## src/rtl/data_mem_arbiter_if.sv

```systemverilog
// Bus bundle between the two data-memory requesters, the arbiter and the memory port.
// slave = arbiter side, master = requesters plus memory model side.
interface data_mem_arbiter_if #(
  parameter int DATA_WIDTH = 32,
  parameter int ADDR_WIDTH = 32
) ();
  logic                    m0_req,    m1_req;
  logic                    m0_we,     m1_we;
  logic [ADDR_WIDTH-1:0]   m0_addr,   m1_addr;
  logic [DATA_WIDTH-1:0]   m0_wdata,  m1_wdata;
  logic [DATA_WIDTH/8-1:0] m0_be,     m1_be;
  logic                    m0_gnt,    m1_gnt;
  logic                    m0_rvalid, m1_rvalid;
  logic [DATA_WIDTH-1:0]   m0_rdata,  m1_rdata;
  logic                    mem_en, mem_we;
  logic [ADDR_WIDTH-1:0]   mem_addr;
  logic [DATA_WIDTH-1:0]   mem_wdata;
  logic [DATA_WIDTH/8-1:0] mem_be;
  logic [DATA_WIDTH-1:0]   mem_rdata;
  logic                    busy;

  modport slave (
    input  m0_req, m0_we, m0_addr, m0_wdata, m0_be,
    input  m1_req, m1_we, m1_addr, m1_wdata, m1_be,
    output m0_gnt, m0_rvalid, m0_rdata, m1_gnt, m1_rvalid, m1_rdata,
    output mem_en, mem_we, mem_addr, mem_wdata, mem_be, busy,
    input  mem_rdata
  );

  modport master (
    output m0_req, m0_we, m0_addr, m0_wdata, m0_be,
    output m1_req, m1_we, m1_addr, m1_wdata, m1_be,
    input  m0_gnt, m0_rvalid, m0_rdata, m1_gnt, m1_rvalid, m1_rdata,
    input  mem_en, mem_we, mem_addr, mem_wdata, mem_be, busy,
    output mem_rdata
  );
endinterface

```

## src/rtl/data_mem_arbiter.sv

```systemverilog
// Two-port arbiter for the single-port data memory, one outstanding read of MEM_LATENCY cycles.
// Define DATA_MEM_ARB_RR_EN for round-robin; otherwise port 0 has fixed priority.
module data_mem_arbiter #(
  parameter int DATA_WIDTH  = 32,
  parameter int ADDR_WIDTH  = 32,
  parameter int MEM_LATENCY = 1
) (
  input logic                clk,
  input logic                rst_n,
  data_mem_arbiter_if.slave  bus
);
  localparam int CW = 2;

  typedef enum logic {IDLE, WAIT} state_e;

  state_e        state_q, state_d;
  logic [CW-1:0] cnt_q, cnt_d;
  logic          owner_q, owner_d;
`ifdef DATA_MEM_ARB_RR_EN
  logic          last_gnt_q, last_gnt_d;
`endif

  logic rv_cycle, eligible, granted, win, win_we;

  always_ff @(posedge clk or negedge rst_n) begin
    if (!rst_n) begin
      state_q    <= IDLE;
      cnt_q      <= '0;
      owner_q    <= 1'b0;
`ifdef DATA_MEM_ARB_RR_EN
      last_gnt_q <= 1'b1;
`endif
    end else begin
      state_q    <= state_d;
      cnt_q      <= cnt_d;
      owner_q    <= owner_d;
`ifdef DATA_MEM_ARB_RR_EN
      last_gnt_q <= last_gnt_d;
`endif
    end
  end

  always_comb begin
    rv_cycle = (state_q == WAIT) && (cnt_q == '0);
    eligible = (state_q == IDLE) || rv_cycle;
    granted  = eligible && (bus.m0_req || bus.m1_req);
`ifdef DATA_MEM_ARB_RR_EN
    // last_gnt resets to 1, so the first contended grant after reset goes to port 0
    if (bus.m0_req && bus.m1_req) win = ~last_gnt_q;
    else                          win = bus.m1_req;
`else
    win = ~bus.m0_req;
`endif
    win_we = win ? bus.m1_we : bus.m0_we;

    bus.m0_gnt    = granted && !win;
    bus.m1_gnt    = granted &&  win;
    bus.mem_en    = granted;
    bus.mem_we    = granted && win_we;
    bus.mem_addr  = granted ? (win ? bus.m1_addr  : bus.m0_addr)  : '0;
    bus.mem_wdata = granted ? (win ? bus.m1_wdata : bus.m0_wdata) : '0;
    bus.mem_be    = granted ? (win ? bus.m1_be    : bus.m0_be)    : '0;

    bus.m0_rvalid = rv_cycle && !owner_q;
    bus.m1_rvalid = rv_cycle &&  owner_q;
    bus.m0_rdata  = bus.m0_rvalid ? bus.mem_rdata : '0;
    bus.m1_rdata  = bus.m1_rvalid ? bus.mem_rdata : '0;
    bus.busy      = (state_q == WAIT);

    state_d = state_q;
    cnt_d   = cnt_q;
    owner_d = owner_q;
`ifdef DATA_MEM_ARB_RR_EN
    last_gnt_d = granted ? win : last_gnt_q;
`endif
    // a read granted in the rvalid cycle reloads the counter instead of going idle
    if (granted && !win_we) begin
      state_d = WAIT;
      cnt_d   = CW'(MEM_LATENCY - 1);
      owner_d = win;
    end else if (rv_cycle) begin
      state_d = IDLE;
    end else if (state_q == WAIT) begin
      cnt_d = cnt_q - 1'b1;
    end
  end
endmodule

```

## src/flat_wrapper.sv

```systemverilog
// flat-port wrapper written by rule: the top's interface ports become plain ports
module data_mem_arbiter_flat 
#(
  parameter int DATA_WIDTH  = 32,
  parameter int ADDR_WIDTH  = 32,
  parameter int MEM_LATENCY = 1
)
  (clk, rst_n, bus_m0_req, bus_m0_we, bus_m0_addr, bus_m0_wdata, bus_m0_be, bus_m1_req, bus_m1_we, bus_m1_addr, bus_m1_wdata, bus_m1_be, bus_m0_gnt, bus_m0_rvalid, bus_m0_rdata, bus_m1_gnt, bus_m1_rvalid, bus_m1_rdata, bus_mem_en, bus_mem_we, bus_mem_addr, bus_mem_wdata, bus_mem_be, bus_busy, bus_mem_rdata);
  data_mem_arbiter_if #(.DATA_WIDTH(DATA_WIDTH), .ADDR_WIDTH(ADDR_WIDTH)) bus_i ();
  input logic clk;
  input logic rst_n;
  input wire logic [$bits(bus_i.m0_req)-1:0] bus_m0_req;
  input wire logic [$bits(bus_i.m0_we)-1:0] bus_m0_we;
  input wire logic [$bits(bus_i.m0_addr)-1:0] bus_m0_addr;
  input wire logic [$bits(bus_i.m0_wdata)-1:0] bus_m0_wdata;
  input wire logic [$bits(bus_i.m0_be)-1:0] bus_m0_be;
  input wire logic [$bits(bus_i.m1_req)-1:0] bus_m1_req;
  input wire logic [$bits(bus_i.m1_we)-1:0] bus_m1_we;
  input wire logic [$bits(bus_i.m1_addr)-1:0] bus_m1_addr;
  input wire logic [$bits(bus_i.m1_wdata)-1:0] bus_m1_wdata;
  input wire logic [$bits(bus_i.m1_be)-1:0] bus_m1_be;
  output wire logic [$bits(bus_i.m0_gnt)-1:0] bus_m0_gnt;
  output wire logic [$bits(bus_i.m0_rvalid)-1:0] bus_m0_rvalid;
  output wire logic [$bits(bus_i.m0_rdata)-1:0] bus_m0_rdata;
  output wire logic [$bits(bus_i.m1_gnt)-1:0] bus_m1_gnt;
  output wire logic [$bits(bus_i.m1_rvalid)-1:0] bus_m1_rvalid;
  output wire logic [$bits(bus_i.m1_rdata)-1:0] bus_m1_rdata;
  output wire logic [$bits(bus_i.mem_en)-1:0] bus_mem_en;
  output wire logic [$bits(bus_i.mem_we)-1:0] bus_mem_we;
  output wire logic [$bits(bus_i.mem_addr)-1:0] bus_mem_addr;
  output wire logic [$bits(bus_i.mem_wdata)-1:0] bus_mem_wdata;
  output wire logic [$bits(bus_i.mem_be)-1:0] bus_mem_be;
  output wire logic [$bits(bus_i.busy)-1:0] bus_busy;
  input wire logic [$bits(bus_i.mem_rdata)-1:0] bus_mem_rdata;
  assign bus_i.m0_req = bus_m0_req;
  assign bus_i.m0_we = bus_m0_we;
  assign bus_i.m0_addr = bus_m0_addr;
  assign bus_i.m0_wdata = bus_m0_wdata;
  assign bus_i.m0_be = bus_m0_be;
  assign bus_i.m1_req = bus_m1_req;
  assign bus_i.m1_we = bus_m1_we;
  assign bus_i.m1_addr = bus_m1_addr;
  assign bus_i.m1_wdata = bus_m1_wdata;
  assign bus_i.m1_be = bus_m1_be;
  assign bus_m0_gnt = bus_i.m0_gnt;
  assign bus_m0_rvalid = bus_i.m0_rvalid;
  assign bus_m0_rdata = bus_i.m0_rdata;
  assign bus_m1_gnt = bus_i.m1_gnt;
  assign bus_m1_rvalid = bus_i.m1_rvalid;
  assign bus_m1_rdata = bus_i.m1_rdata;
  assign bus_mem_en = bus_i.mem_en;
  assign bus_mem_we = bus_i.mem_we;
  assign bus_mem_addr = bus_i.mem_addr;
  assign bus_mem_wdata = bus_i.mem_wdata;
  assign bus_mem_be = bus_i.mem_be;
  assign bus_busy = bus_i.busy;
  assign bus_i.mem_rdata = bus_mem_rdata;
  data_mem_arbiter #(.DATA_WIDTH(DATA_WIDTH), .ADDR_WIDTH(ADDR_WIDTH), .MEM_LATENCY(MEM_LATENCY)) u_core (.clk(clk), .rst_n(rst_n), .bus(bus_i));
endmodule
```

## config.mk

```make
export PLATFORM = sky130hd
export DESIGN_NAME = data_mem_arbiter_flat
export DESIGN_NICKNAME = d
export VERILOG_FILES = /design/src/rtl/data_mem_arbiter_if.sv /design/src/rtl/data_mem_arbiter.sv /design/src/flat_wrapper.sv
export SDC_FILE = /design/constraint.sdc
export NUM_CORES = 1
export LEC_CHECK = 0
export BUFFER_PORTS_ARGS = -buffer_cell sky130_fd_sc_hd__buf_2
export CAP_MARGIN = 20
export CORE_AREA = 2 2 122 124
export DETAILED_ROUTE_END_ITERATION = 8
export DIE_AREA = 0 0 124 126
export PLACE_DENSITY = 0.51
export SLEW_MARGIN = 20
export SYNTH_ARGS = -nofsm -noshare
export SYNTH_HDL_FRONTEND = slang
export SYNTH_SLANG_ARGS = --single-unit
```

## constraint.sdc

```tcl
create_clock -name clk -period 2.15 [get_ports clk]
set_clock_uncertainty 0.2 [all_clocks]
set_input_delay 0.43 -clock clk [delete_from_list [all_inputs] [get_ports clk]]
set_output_delay 0.43 -clock clk [all_outputs]
set_load 0.005 [all_outputs]
```

==> impl_metrics.yaml <==
worst_setup_path:
  reg2reg_to: "u_core.cnt_q[0]$_DFFE_PN0P_"
  r2r_start: "u_core.cnt_q[0]$_DFFE_PN0P_"
  worstSetupEndpointType: "output port"
  ff2ff_path_depth: 6
  arrival_ns: 1.73
  worstPathMaxFanout: 9
  required_ns: 1.52
  start_kind: "register"
  crit_type: "reg2out"
  reg2reg_slack_ns: 0.66
global_routing:
  grt_max_degree: 31
  first_global_vias: 3079
  grt_use_total: 0.158
  grt_pass1_wl_um: 18100
  antenna_found_initial: 2
  gr-total-overflow: 0
detailed_routing:
  avgViaCountPerCell: 4.23
  drt-wirelength-per-cell_um: 20.6
  drtPass1Iterations: 4
  drc_errors: 0
  num_vias: 2972
  drtIter0Drc: 138
  drtAntennaViolNets: 0
  totalWireLength_um: 14500
floorplan:
  pin_count: 313
  die_x_um: 124
  row_count: 44
  die-area_sq_um: 15600
  initial_utilization: 0.0959
  dieHeight_um: 126
  core-area_sq_um: 14300
yosys:
  yosysUniqueCellTypes: 22
  yosysTopAreaCellShare: 0.434
  synth-seq-area-share: 0.0729
  yosysWarnings: 0
  yosysTopAreaCell: "a22o_1"
  synth_cells: 182
  synth-simple-area-share: 0.356
  synth_fa_ha_area_frac: 0.00912
  synth_top_family_by_area: "compound AO/OA/AOI/OAI gates"
  synth_xor_area_frac: 0
  synth_mux_area_frac: 0.00729
  synth_compound_area_frac: 0.460
  yosys-top-cells-area: "a22o_1 (43%), and2_1 (30%), dfrtp_1 (7.3%)"
  syn-num-nets: 357
  ys_ff_latch: 4
  synthesis.area_sq_um: 1370
  synth.avg_cell_area_sq_um: 7.54
power_and_ir_drop:
  ir_drop_v: 0.000547
  power.density_nw_per_um2: 809
  leakagePower_nw: 2.50
  power_mw: 3.57
timing:
  maxSlewHeadroom: 0.870
  fmax_mhz: 425
  worstMarginPinSlew_ns: 0.195
  rsz0062_at_grt: "yes"
  slew_violations: 0
  period_minus_slack_ns: 2.36
  holdWs_ns: 0.379
  hold_viol: 0
  setup_slack_ns: -0.205
  finalSetupViolCount: 133
  period_share: 1.10
final_layout:
  fin_area_sq_um: 4420
  nNetsFinal: 694
  drive_gt1_frac: 0.845
  area_growth_pct: 222
clocking:
  clk_latency_ns: 0.23
  cts_buffers: 3
  cts_tree: "done"
  ctsLongestPathBuffers: 2
  cts_num_sinks: 4
  clk_pin_slew_worst_paths_ns: 0.03
  cts-root-buf: "clkbuf_16"
  cts_htree_levels: 1
worst_hold_path:
  hold_class: "in2async"
placed_design:
  hpwl_um: 10800
  placed_cell_area_sq_um: 3300
  dpl_worst_slack_ns: -0.214
  port_buffers: 312
  gp_congestion: 0.772
run_status:
  violations: "negative setup slack"
  status: "complete, but fails checks"
run:
  maxCapViolCount: 0
[cell usage after synthesis]
cell and number:
nand3b_1 1, and2_1 65, nor2b_4 1, dfrtp_1 4, nand2b_1 1, nor2_1 4
a211o_1 1, inv_1 3, clkbuf_1 8, a21oi_1 2, buf_6 3, a22o_1 68
ha_1 1, o22ai_1 1, nor2b_1 1, and3_1 1, a31oi_1 1, nand2_1 2
nor3b_4 1, mux2i_1 1, buf_2 11, o21ai_0 1
[timing repair]
action | in CTS | in global routing
endpoints found under the hold margin | 4 | 0
gates resized for setup | 133 | 43
gates cloned | 8 | 2
buffers inserted | 9 | 2
pin swaps | 50 | 20
hold buffers | 1 | 0
setup endpoints to repair | 135 | 136
[through the flow]
stage | instances | TNS (ns) | utilization
finish | 702 | -16.27 | 0.309
global route | 701 | -24.58 | 0.308
CTS | 700 | -19.52 | 0.297
detailed placement | 679 | -2.81 | 0.231
global placement | 679 | -3.45 | 0.231
floorplan | 182 | 0 | -
[how the worst max path moves through the flow]
stage / slack [ns] / to / from / depth (start not counted)
2_1_floorplan: 0.03 / bus_mem_addr[12] / u_core.cnt_q[0]$_DFFE_PN0P_ / 8
3_3_place_gp: -0.22 / bus_mem_addr[23] / u_core.cnt_q[0]$_DFFE_PN0P_ / 8
3_5_place_dp: -0.21 / bus_mem_addr[23] / u_core.cnt_q[0]$_DFFE_PN0P_ / 8
4_1_cts: -0.23 / bus_mem_wdata[18] / u_core.cnt_q[0]$_DFFE_PN0P_ / 9
5_1_grt: -0.29 / bus_mem_wdata[17] / u_core.cnt_q[0]$_DFFE_PN0P_ / 9
6_report: -0.21 / bus_mem_wdata[21] / u_core.cnt_q[0]$_DFFE_PN0P_ / 9
[metal layers]
metal / wire, um / up-vias / track usage
li1: - / 1350 / -
met1: 5290 / 1375 / 0.182
met2: 7100 / 230 / 0.280
met5: 0 / - / 0
met4: 312 / 0 / 0.0509
met3: 1780 / 17 / 0.0435
[flip-flops by register name, indices dropped and copies added (netlist names)]
signal,cells
u_core.bus.busy,1
u_core.cnt_q,2
u_core.owner_q,1
[where the power goes]
part	switching, mW	internal [mW]	leakage (nW)
logic	1.28	1.87	2.41
registers	0.0268	0.106	0.0499
clock network	0.0526	0.238	0.0370
[area by class of cell]
class                      instances  area, sq um
sequential                         4          100
inverter                           3         11.3
tap                              184          230
clock buffer                       3         75.1
antenna                            1         2.50
multi-input combinational        153         1410
timing repair buffer             354         2590
fill                            1526         9900
[worst max-delay path, cell delays in order (launching register included)]
cell,delay [ns]
dfrtp_1,0.35
inv_2,0.05
ha_4,0.17
nor2b_4,0.14
nor3b_4,0.06
buf_12,0.14
buf_6,0.12
buf_6,0.11
a22o_1,0.22
buf_2,0.13
[kinds of logic (layout without fill, tap and decap cells)]
group / after synthesis / count (layout)
buf+inv: 25 / 360
simple gates: 77 / 77
mux: 1 / 1
flops: 4 / 4
compound gates: 74 / 74
other cells: 0 / 1
fa+ha+maj: 1 / 1
[cell usage in the layout (no fill, tap or decap), drive strengths merged]
| cell type | count |
|---|---|
| clkbuf | 4 |
| o22ai | 1 |
| nand2 | 2 |
| buf | 352 |
| dlygate4sd3 | 1 |
| o21ai | 1 |
| a31oi | 1 |
| and3 | 1 |
| a21oi | 2 |
| diode | 1 |
| nor2 | 4 |
| inv | 3 |
| and2 | 65 |
| dfrtp | 4 |
| nand3b | 1 |
| nor3b | 1 |
| a211o | 1 |
| ha | 1 |
| mux2i | 1 |
| nor2b | 2 |
| nand2b | 1 |
| a22o | 68 |
Note: power is estimated with default switching activity, not from simulation.
